$ cat config.mk
export PLATFORM = sky130hd
export DESIGN_NAME = hazard_stall_ctrl
export DESIGN_NICKNAME = d
export VERILOG_FILES = /design/src/rtl/core_pkg.sv /design/src/rtl/sat_counter.sv /design/src/rtl/hazard_stall_ctrl.sv
export SDC_FILE = /design/constraint.sdc
export NUM_CORES = 1
export LEC_CHECK = 0
export ABC_AREA = 1
export ABC_CLOCK_PERIOD_IN_PS = 4050
export CAP_MARGIN = 30
export CORE_AREA = 2 2 71 73
export CTS_CLUSTER_DIAMETER = 40
export CTS_CLUSTER_SIZE = 24
export DETAILED_ROUTE_END_ITERATION = 16
export DIE_AREA = 0 0 73 75
export GPL_ROUTABILITY_DRIVEN = 1
export PLACE_DENSITY = 0.8
export SYNTH_ARGS = -nofsm -noshare
export SYNTH_HDL_FRONTEND = slang
export SYNTH_SLANG_ARGS = --single-unit
$ cat constraint.sdc
create_clock -name clk -period 4.05 [get_ports clk]
set_input_delay 0.81 -clock clk [delete_from_list [all_inputs] [get_ports clk]]
set_output_delay 0.81 -clock clk [all_outputs]
set_load 0.01 [all_outputs]
$ cat src/rtl/core_pkg.sv
// rtl/core_pkg.sv - shared opcodes, hazard FSM state type and register width for the core
package core_pkg;

   localparam int REG_W_DEF = 5;

   localparam logic [5:0] RTYPE = 6'b000000;
   localparam logic [5:0] LW    = 6'b000001;
   localparam logic [5:0] SW    = 6'b000010;
   localparam logic [5:0] BEQ   = 6'b000011;
   localparam logic [5:0] ADDI  = 6'b000100;

   typedef enum logic [1:0] {
      ST_IDLE     = 2'd0,
      ST_LU_STALL = 2'd1,
      ST_BR_FLUSH = 2'd2
   } state_t;

   // LW and ADDI write rt rather than read it; unknown opcodes are treated as rs-only
   function automatic logic uses_rt(input logic [5:0] op);
      return (op == RTYPE) || (op == SW) || (op == BEQ);
   endfunction

endpackage

$ cat src/rtl/sat_counter.sv
// rtl/sat_counter.sv - event counter that saturates at all-ones instead of wrapping
module sat_counter #(
   parameter int W = 16
) (
   input  logic         clk,
   input  logic         reset,
   input  logic         inc,
   output logic [W-1:0] count
);

   logic [W-1:0] count_q;
   logic [W-1:0] count_d;

   always_comb begin
      count_d = count_q;
      if (inc && (count_q != {W{1'b1}})) begin
         count_d = count_q + 1'b1;
      end
   end

   always_ff @(posedge clk) begin
      if (reset) begin
         count_q <= '0;
      end else begin
         count_q <= count_d;
      end
   end

   assign count = count_q;

endmodule

$ cat src/rtl/hazard_stall_ctrl.sv
// rtl/hazard_stall_ctrl.sv - load-use stall and taken-branch flush control for the 5-stage core
module hazard_stall_ctrl
   import core_pkg::*;
#(
   parameter int REG_W = REG_W_DEF,
   parameter int CNT_W = 16
) (
   input  logic             clk,
   input  logic             reset,
   input  logic             id_valid,
   input  logic [5:0]       id_opcode,
   input  logic [REG_W-1:0] id_rs,
   input  logic [REG_W-1:0] id_rt,
   input  logic             ex_mem_read,
   input  logic [REG_W-1:0] ex_rt,
   input  logic             ex_branch,
   input  logic             ex_branch_taken,
   output logic             stall_flag,
   output logic             pc_write,
   output logic             if_id_write,
   output logic             if_id_flush,
   output logic [CNT_W-1:0] stall_count,
   output logic [CNT_W-1:0] flush_count
);

   state_t state_q;
   state_t state_d;
   logic   lu_hazard;
   logic   br_taken;
   logic   stall_inc;
   logic   flush_inc;

   assign lu_hazard = id_valid && ex_mem_read && (ex_rt != '0) &&
                      ((ex_rt == id_rs) || (uses_rt(id_opcode) && (ex_rt == id_rt)));
   assign br_taken  = ex_branch && ex_branch_taken;

   always_comb begin
      state_d     = state_q;
      stall_flag  = 1'b0;
      pc_write    = 1'b1;
      if_id_write = 1'b1;
      if_id_flush = 1'b0;
      stall_inc   = 1'b0;
      flush_inc   = 1'b0;
      case (state_q)
         // A taken branch wins: the instruction in IF/ID is wrong-path anyway
         ST_IDLE: begin
            if (br_taken) begin
               stall_flag  = 1'b1;
               if_id_flush = 1'b1;
               flush_inc   = 1'b1;
               state_d     = ST_BR_FLUSH;
            end else if (lu_hazard) begin
               stall_flag  = 1'b1;
               pc_write    = 1'b0;
               if_id_write = 1'b0;
               stall_inc   = 1'b1;
               state_d     = ST_LU_STALL;
            end
         end
         default: state_d = ST_IDLE;
      endcase
      if (reset) begin
         state_d     = ST_IDLE;
         stall_flag  = 1'b0;
         pc_write    = 1'b0;
         if_id_write = 1'b0;
         if_id_flush = 1'b1;
         stall_inc   = 1'b0;
         flush_inc   = 1'b0;
      end
   end

   always_ff @(posedge clk) begin
      if (reset) begin
         state_q <= ST_IDLE;
      end else begin
         state_q <= state_d;
      end
   end

   sat_counter #(.W(CNT_W)) u_stall_cnt (
      .clk   (clk),
      .reset (reset),
      .inc   (stall_inc),
      .count (stall_count)
   );

   sat_counter #(.W(CNT_W)) u_flush_cnt (
      .clk   (clk),
      .reset (reset),
      .inc   (flush_inc),
      .count (flush_count)
   );

endmodule

==> results of run 1 <==
==> worst reg2reg max path, delay by kind of cell (launching register included) <==
kind,cells,cell delay (ns)
adder cells (fa/ha/maj),1,0.21
AO/OA/AOI/OAI,1,0.14
flip-flops,1,0.39
buffers and inverters,1,0.30
AND/OR/NAND/NOR,7,1.20
==> placed cells by master, fill, tap and decap left out <==
cell type / synthesis / final
clkinv_1: 1 / 1
a21oi_1: 22 / 22
bufinv_16: 0 / 1
nor4_1: 3 / 3
nand2_1: 90 / 90
xor2_1: 5 / 5
clkbuf_8: 0 / 6
nor2_4: 3 / 3
nor3b_1: 6 / 6
o21ai_0: 10 / 10
inv_2: 1 / 1
nor2_1: 51 / 51
nand3_2: 1 / 1
buf_4: 2 / 2
nand3_1: 24 / 24
inv_1: 48 / 48
a21oi_2: 2 / 2
nand3_4: 1 / 1
clkdlybuf4s50_1: 0 / 62
nand2_2: 2 / 2
and3_1: 1 / 1
nand4_1: 6 / 6
xnor2_1: 2 / 2
ha_1: 2 / 2
nor3_1: 7 / 7
dfxtp_1: 34 / 34
==> metrics by stage <==
step / hold slack [ns] / setup WS, ns / cells
2_1_floorplan: 0.496 / 1.60 / 329
3_3_place_gp: 0.481 / 0.650 / 440
3_5_place_dp: 0.487 / 0.631 / 440
4_1_cts: 0.497 / 0.625 / 447
5_1_grt: 0.521 / 0.424 / 447
6_report: 0.493 / 0.623 / 447
==> cell usage after synthesis, types with 5 or more instances <==
| master | count | share of area, % |
|---|---|---|
| a21oi_1 | 22 | 5.4 |
| dfxtp_1 | 34 | 33 |
| inv_1 | 48 | 8.8 |
| nand2_1 | 90 | 17 |
| nand3_1 | 24 | 5.9 |
| nand4_1 | 6 | 1.8 |
| nor2_1 | 51 | 9.4 |
| nor3_1 | 7 | 1.7 |
| nor3b_1 | 6 | 2.2 |
| o21ai_0 | 10 | 2.4 |
| xor2_1 | 5 | 2.1 |
==> state kept, by name (all words and copies together) (netlist names) <==
register           count
u_stall_cnt.count     16
state_q                2
u_flush_cnt.count     16
==> cell type report <==
class / instances / area (µm²)
inverters: 50 / 188
multi-input cells: 238 / 1130
well taps: 54 / 67.6
clock inverters: 1 / 30.0
repair buffers: 64 / 636
flip-flops and latches: 34 / 681
fillers: 438 / 1850
clock buffers: 6 / 82.6
==> logic make-up after synthesis <==
group           count (synthesis)  synth area share, %
compound gates                 34                 8.69
simple gates                  195                 42.4
flops                          34                 33.3
buf+inv                        57                 11.4
fa+ha+maj                       2                 1.22
xor+xnor                        7                 3.00
==> report_power, final <==
group / switching, µW / internal (µW)
sequential: 1.16 / 336
clock: 121 / 197
combinational: 34.0 / 39.6
==> path summary, 6_finish.rpt <==
kind                         start                    end  slack [ns]
max                       ex_rt[0]             stall_flag        0.62
min reg2reg  u_flush_cnt.count[13]  u_flush_cnt.count[13]        0.49
min          u_flush_cnt.count[13]  u_flush_cnt.count[13]        0.49
max reg2reg   u_flush_cnt.count[0]  u_flush_cnt.count[11]        1.71
==> per-layer routing <==
| metal | GRT usage, % | up-vias | share of wire, % |
|---|---|---|---|
| met5 | 0 | - | 0 |
| met3 | 3.35 | 12 | 4.9 |
| li1 | - | 1160 | - |
| met2 | 34.9 | 58 | 48 |
| met4 | 7.20 | 0 | 2.2 |
| met1 | 22.8 | 1023 | 45 |
==> impl_metrics.env, run 1 <==
export IMPL_status="complete, no violations"
export IMPL_fin_tns_setup_ns=0
export IMPL_hpwl_mm=3.76
export IMPL_critPathCaptureType="output port"
export IMPL_leakagePower_uw=0.00115
export IMPL_netlist_area_um2=2040
export IMPL_area_growth_syn_to_layout_pct=37.6
export IMPL_synth_flop_cell="dfxtp_1"
export IMPL_clock_sinks=34
export IMPL_max_slew_margin_pct=69.7
export IMPL_synthCells=329
export IMPL_syn_mean_instance_area_um2=6.21
export IMPL_crit_fanout=3
export IMPL_ys_ff_latch=34
export IMPL_synth_edf_count=0
export IMPL_diodes=0
export IMPL_grt_max_degree=23
export IMPL_vias=2253
export IMPL_clock_fmax_mhz=292
export IMPL_start_util_pct=43.9
export IMPL_drcViolationCount=0
export IMPL_ios=63
export IMPL_tritoncts="done"
export IMPL_cp_top_family="buffers and inverters"
export IMPL_finalHoldViolations=0
export IMPL_drv_slew=0
export IMPL_htree_levels=2
export IMPL_fin_util_pct=60.4
export IMPL_rsz0062_at_grt="no"
export IMPL_vdd_drop_max_v=0.000208
export IMPL_grt_pass1_vias=2067
export IMPL_die_w_um=73
export IMPL_worstMarginPinSlew_ns=0.453
export IMPL_crit_arrival_ns=2.62
export IMPL_coreArea_um2=4660
export IMPL_grt_use_total_pct=19.3
export IMPL_cpPeakStageDelay_ns=0.56
export IMPL_post_route_min_period_ns=3.43
export IMPL_ys_warnings_count=0
export IMPL_r2r_cells=10
export IMPL_grt_pass1_wl_mm=8.46
export IMPL_cp_depth=10
export IMPL_antenna_found_initial=0
export IMPL_postPlaceCellArea_um2=2700
export IMPL_drtIter0Drc=153
export IMPL_hp_class="flip-flop to flip-flop"
export IMPL_post_cts_setup_buffers=0
export IMPL_viasPerCell=5.04
export IMPL_holdPathStages=2
export IMPL_dieHeight_um=75
export IMPL_cts_buffer_depth=2
export IMPL_dr_pass1_iters=4
export IMPL_worstPathRequired_ns=3.24
export IMPL_final_layout_size_suffix_gt1_share_pct=4.83
export IMPL_slowest_stage="clkdlybuf4s50_1"
export IMPL_path_cells="clkdlybuf4s50_1, inv_1, nand2_1, nand3_1, nor2_1, nand3_1, nand2_2, nand2_1, a21oi_1, clkdlybuf4s50_1"
export IMPL_path_class="primary input to output port"
export IMPL_maxCapViolations=0
export IMPL_wl_mm=4.90
export IMPL_gp_congestion=0.887
export IMPL_worst_setup_path_start_kind="primary input"
export IMPL_setup_viol_count_final=0
export IMPL_wl_per_cell_um=11.0
export IMPL_power_density_nw_per_um2=259
export IMPL_cts_root_buf="clkbuf_8"
export IMPL_hold_buffers=0
export IMPL_synth_cell_type_count=26
export IMPL_finalCritPeriodShare_pct=84.6
export IMPL_die_area_um2=5480
export IMPL_power_uw=728
export IMPL_async_flop_share_pct=0
export IMPL_numPortBuffers=62
export IMPL_fin_skew_ns=0.00602
export IMPL_finalInstanceArea_um2=2810
export IMPL_finish_net_count=422
export IMPL_cts_buffers=5
export IMPL_rows=25
export IMPL_grt_ovfl_total=0
export IMPL_clkTransAtPathRegs_ns=0.07
export IMPL_synth_nets=358
export IMPL_postCtsResizedCells=0
export IMPL_yosysSeqAreaShare_pct=33.3
export IMPL_worst_skew_pair_late_latency_ns=0.29
export IMPL_ant_nets=0
export IMPL_crit_buf_inv=3
(Power assumes the default switching activity.)
==> run 2: changes to the inputs <==
ABC_CLOCK_PERIOD_IN_PS = 3080   (was 4050)
CORE_AREA = 2 2 73 75   (was 2 2 71 73)
DIE_AREA = 0 0 75 77   (was 0 0 73 75)
clock period = 3.08 ns   (was 4.05 ns; I/O delays follow)
==> run 2 against run 1 <==
Compared with the run above: sequential share of layout area decreased by 0.42 points; global-route usage down 0.50 points; die area grew 5.5%; clock skew grew 0.0043 ns; via count shrank 1.1%; worst setup slack lost 0.24 ns; non-clock buffer count rose by 3; cell area increased by 1.8%; critical path type unchanged; sequential power rose by 31%; wire length rose by 3.3%; utilization down 2.8 points.
==> impl_metrics.env, run 2 (synthesized netlist as in run 1, its figures left out) <==
export IMPL_path_class="primary input to output port"
export IMPL_cp_top_family="buffers and inverters"
export IMPL_postPlaceCellArea_um2=2740
export IMPL_finalInstanceArea_um2=2860
export IMPL_final_cell_mix="nand2_1, clkdlybuf4s50_1, nor2_1, inv_1, dfxtp_1"
export IMPL_die_area_um2=5780
export IMPL_clkTransAtPathRegs_ns=0.07
export IMPL_finish_net_count=425
export IMPL_gp_congestion=0.828
export IMPL_antenna_found_initial=0
export IMPL_drtIter0Drc=125
export IMPL_power_uw=971
export IMPL_status="complete, no violations"
export IMPL_wl_per_cell_um=10.9
export IMPL_dr_pass1_iters=4
export IMPL_finalHoldViolations=0
export IMPL_fin_skew_ns=0.0104
export IMPL_vdd_drop_max_v=0.000319
export IMPL_grt_max_degree=16
export IMPL_path_cells="clkdlybuf4s50_1, inv_1, nand2_1, nand2_1, nor2_1, nand3_1, nand2_2, nand2_1, o21ai_1, inv_1, dlymetal6s2s_1"
export IMPL_coreArea_um2=4980
export IMPL_numPortBuffers=62
export IMPL_highest_layer="met4"
export IMPL_dieHeight_um=77
export IMPL_diodes=0
export IMPL_met3WireLength_um=257
export IMPL_grt_pass1_vias=2143
export IMPL_clock_sinks=34
export IMPL_worst_setup_path_start_kind="primary input"
export IMPL_grt_use_total_pct=18.8
export IMPL_start_util_pct=41.1
export IMPL_cts_buffers=5
export IMPL_max_slew_margin_pct=73.7
export IMPL_worstPathRequired_ns=2.46
export IMPL_crit_fanout=3
export IMPL_grt_pass1_wl_mm=8.89
export IMPL_rsz0062_at_grt="no"
export IMPL_cts_root_buf="clkbuf_8"
export IMPL_critPathCaptureType="output port"
export IMPL_viasPerCell=4.78
export IMPL_maxCapViolations=0
export IMPL_ant_nets=0
export IMPL_worst_skew_pair_late_latency_ns=0.29
export IMPL_layout_commonest_cell="nand2_1"
export IMPL_tritoncts="done"
export IMPL_hp_class="flip-flop to flip-flop"
export IMPL_htree_levels=2
export IMPL_hpwl_mm=3.88
export IMPL_power_density_nw_per_um2=339
export IMPL_cpMostUsedCell="nand2_1"
export IMPL_final_layout_size_suffix_gt1_share_pct=5.56
export IMPL_fin_tns_setup_ns=0
export IMPL_crit_buf_inv=4
export IMPL_area_growth_syn_to_layout_pct=40.1
export IMPL_post_route_min_period_ns=2.70
export IMPL_wirelength_met1_mm=2.25
export IMPL_crit_arrival_ns=2.08
export IMPL_cpPeakStageDelay_ns=0.50
export IMPL_drv_slew=0
export IMPL_grt_ovfl_total=0
export IMPL_slowest_stage="clkdlybuf4s50_1"
export IMPL_finalCritPeriodShare_pct=87.6
export IMPL_die_w_um=75
export IMPL_wl_mm=5.06
export IMPL_rows=26
export IMPL_cts_buffer_depth=2
export IMPL_wl_met2_mm=2.52
export IMPL_ios=63
export IMPL_clock_fmax_mhz=371
export IMPL_hold_buffers=0
export IMPL_vias=2229
export IMPL_leakagePower_uw=0.00120
export IMPL_setup_viol_count_final=0
export IMPL_drcViolationCount=0
export IMPL_rrSetupSlack_ns=1.17
export IMPL_worstMarginPinSlew_ns=0.391
-- run 2: timing repair --
action	4_1_cts	5_1_grt
buffers inserted	0	0
gates resized for setup	0	4
endpoints found under the setup margin	0	3
-- run 2: per-layer routing --
metal / vias up / track usage [%]
li1: 1167 / -
met1: 998 / 23.0
met2: 59 / 32.7
met3: 5 / 4.07
met4: 0 / 4.29
met5: - / 0
-- run 2: power by group --
part	internal, µW	total [µW]	switching [µW]
sequential	441	443	1.64
clock	259	429	170
combinational	53.9	99.7	45.8
-- run 2: worst register-to-register path: cells and delay by family (launching register included) --
| family | cells | cell delay [ns] |
|---|---|---|
| flops | 1 | 0.40 |
| fa+ha+maj | 1 | 0.23 |
| compound gates | 2 | 0.21 |
| buf+inv | 1 | 0.20 |
| simple gates | 5 | 0.76 |
-- run 2: area by class of cell --
type,count,area (µm²)
clock buffer,6,82.6
fill,454,2110
inverter,50,188
timing repair buffer,67,666
sequential,34,681
multi-input combinational,238,1130
tap,70,87.6
clock inverter,1,30.0
-- run 2: through the flow --
stage	hold WS, ns	setup slack [ns]	instances	utilization (%)
after global placement	0.480	0.0803	459	55.1
after detailed placement	0.488	0.0281	459	55.1
after CTS	0.498	0.0294	466	57.4
final	0.497	0.383	466	57.5
after floorplan	0.496	1.01	329	-
after global routing	0.523	0.248	466	57.5
-- run 2: final timing paths --
path	cells after the start	startpoint	end
min	2	u_flush_cnt.count[13]	u_flush_cnt.count[13]
min reg2reg	2	u_flush_cnt.count[13]	u_flush_cnt.count[13]
max	11	ex_rt[0]	pc_write
max reg2reg	9	u_flush_cnt.count[0]	u_flush_cnt.count[3]
==> run 3: changes to the inputs <==
CAP_MARGIN = not set   (was 30)
PLACE_DENSITY = 0.78   (was 0.8)
==> run 3 against run 2 <==
Compared with the run above: clock skew fell by 0.0012 ns; worst setup slack got worse by 0.18 ns; largest power group unchanged; sequential power barely moved; critical path type unchanged; highest routed layer unchanged; via count barely moved; register-to-register slack got worse by 0.23 ns.
==> impl_metrics.env, run 3 (synthesized netlist as in run 1, its figures left out) <==
export IMPL_die_area_um2=5780
export IMPL_wl_mm=4.99
export IMPL_area_growth_syn_to_layout_pct=38.3
export IMPL_drtIter0Drc=146
export IMPL_grt_pass1_wl_mm=8.99
export IMPL_final_layout_size_suffix_gt1_share_pct=5.30
export IMPL_cts_buffers=5
export IMPL_setup_viol_count_final=0
export IMPL_vias=2227
export IMPL_clkTransAtPathRegs_ns=0.07
export IMPL_post_cts_setup_buffers=0
export IMPL_clock_power_share_pct=39.4
export IMPL_p_switching_uw=217
export IMPL_die_w_um=75
export IMPL_cts_root_buf="clkbuf_8"
export IMPL_fin_skew_ns=0.00915
export IMPL_finish_net_count=424
export IMPL_critPathCaptureType="output port"
export IMPL_finalHoldViolations=0
export IMPL_max_slew_margin_pct=69.8
export IMPL_clock_fmax_mhz=348
export IMPL_drv_slew=0
export IMPL_leakagePower_uw=0.00117
export IMPL_coreArea_um2=4980
export IMPL_p_int_uw=674
export IMPL_finalCritPeriodShare_pct=93.3
export IMPL_worst_skew_pair_late_latency_ns=0.29
export IMPL_maxCapViolations=0
export IMPL_cts_buffer_depth=2
export IMPL_rsz0062_at_grt="no"
export IMPL_dr_pass1_iters=4
export IMPL_p_seq_share_pct=49.7
export IMPL_viasPerCell=4.78
export IMPL_rows=26
export IMPL_grt_ovfl_total=0
export IMPL_tritoncts="done"
export IMPL_power_density_nw_per_um2=315
export IMPL_status="complete, no violations"
export IMPL_fin_util_pct=56.8
export IMPL_ant_nets=0
export IMPL_antenna_found_initial=0
export IMPL_num_fill_cells=494
export IMPL_fin_tns_setup_ns=0
export IMPL_wl_per_cell_um=10.7
export IMPL_diodes=0
export IMPL_p_comb_share_pct=11.0
export IMPL_p_sw_share_pct=24.4
export IMPL_numPortBuffers=62
export IMPL_worstMarginPinSlew_ns=0.452
export IMPL_multiInputGateArea_um2=1130
export IMPL_htree_levels=2
export IMPL_dieHeight_um=77
export IMPL_grt_max_degree=16
export IMPL_drcViolationCount=0
export IMPL_grt_use_total_pct=19.4
export IMPL_final_cell_mix="nand2_1, clkdlybuf4s50_1, nor2_1, inv_1, dfxtp_1"
export IMPL_vdd_drop_max_v=0.000165
export IMPL_path_class="primary input to output port"
export IMPL_seq_area_um2=681
export IMPL_start_util_pct=41.1
export IMPL_post_route_min_period_ns=2.87
export IMPL_hpwl_mm=3.81
export IMPL_gp_congestion=0.857
export IMPL_postPlaceCellArea_um2=2740
export IMPL_clock_sinks=34
export IMPL_finalInstanceArea_um2=2830
export IMPL_crit_fanout=3
export IMPL_worst_setup_path_start_kind="primary input"
export IMPL_worstPathRequired_ns=2.46
export IMPL_layout_commonest_cell="nand2_1"
export IMPL_crit_arrival_ns=2.26
export IMPL_hp_class="flip-flop to flip-flop"
export IMPL_grt_pass1_vias=2126
export IMPL_ios=63
==> run 3: repair_timing <==
action                                  in CTS  in global routing
pin swaps                                    0                  0
endpoints found under the setup margin       2                  1
resized for setup                            2                  1
cloned                                       0                  0
hold buffers                                 0                  0
==> run 3: area by class of cell <==
| class | count | area share (%) |
|---|---|---|
| clock inverter | 1 | 0.177 |
| tap | 70 | 3.10 |
| multi-input combinational | 238 | 40.0 |
| timing repair buffer | 66 | 23.0 |
| sequential | 34 | 24.1 |
| inverter | 50 | 6.64 |
| clock buffer | 7 | 3.05 |
==> run 3: worst max-delay path, cell delays in order <==
cell             delay, ns
clkdlybuf4s50_1       0.51
inv_1                 0.08
nand2_1               0.06
nand3_1               0.07
nor2_1                0.12
nand3_1               0.10
nand2_2               0.11
nand2_1               0.07
o21ai_0               0.16
inv_1                 0.07
dlygate4sd2_1         0.28
==> run 3: metal layers <==
metal  vias to the layer above  global-route usage, %  share of wire, %
met3                         9                   3.55               4.7
met1                       998                   24.3                44
met4                         0                   8.04               2.0
met5                         -                      0                 0
li1                       1160                      -                 -
met2                        60                   32.1                49
==> run 3: power by group through the flow <==
stage	combinational [µW]	clock (µW)	sequential (µW)
2_1_floorplan	43.9	0	453
6_report	97.9	351	443
3_5_place_dp	99.1	0	453
3_3_place_gp	97.6	0	453
5_1_grt	109	377	443
4_1_cts	98.4	359	443
==> run 3: through the flow <==
step           hold slack (ns)  std cells  worst slack (ns)  total power [µW]
6_report                 0.497        466             0.207               891
5_1_grt                  0.534        466            0.0751               929
4_1_cts                  0.498        466           0.00795               900
3_5_place_dp             0.489        458           0.00107               552
3_3_place_gp             0.478        458            0.0376               550
2_1_floorplan            0.496        329              1.01               497
==> run 3: final timing paths <==
kind / startpoint / to / slack [ns] / cells past startpoint
worst max-delay path: ex_rt[0] / pc_write / 0.21 / 11
worst min-delay path: u_flush_cnt.count[14] / u_flush_cnt.count[14] / 0.50 / 2
worst max register to register: u_flush_cnt.count[0] / u_flush_cnt.count[0] / 0.94 / 9
worst min register to register: u_flush_cnt.count[14] / u_flush_cnt.count[14] / 0.50 / 2
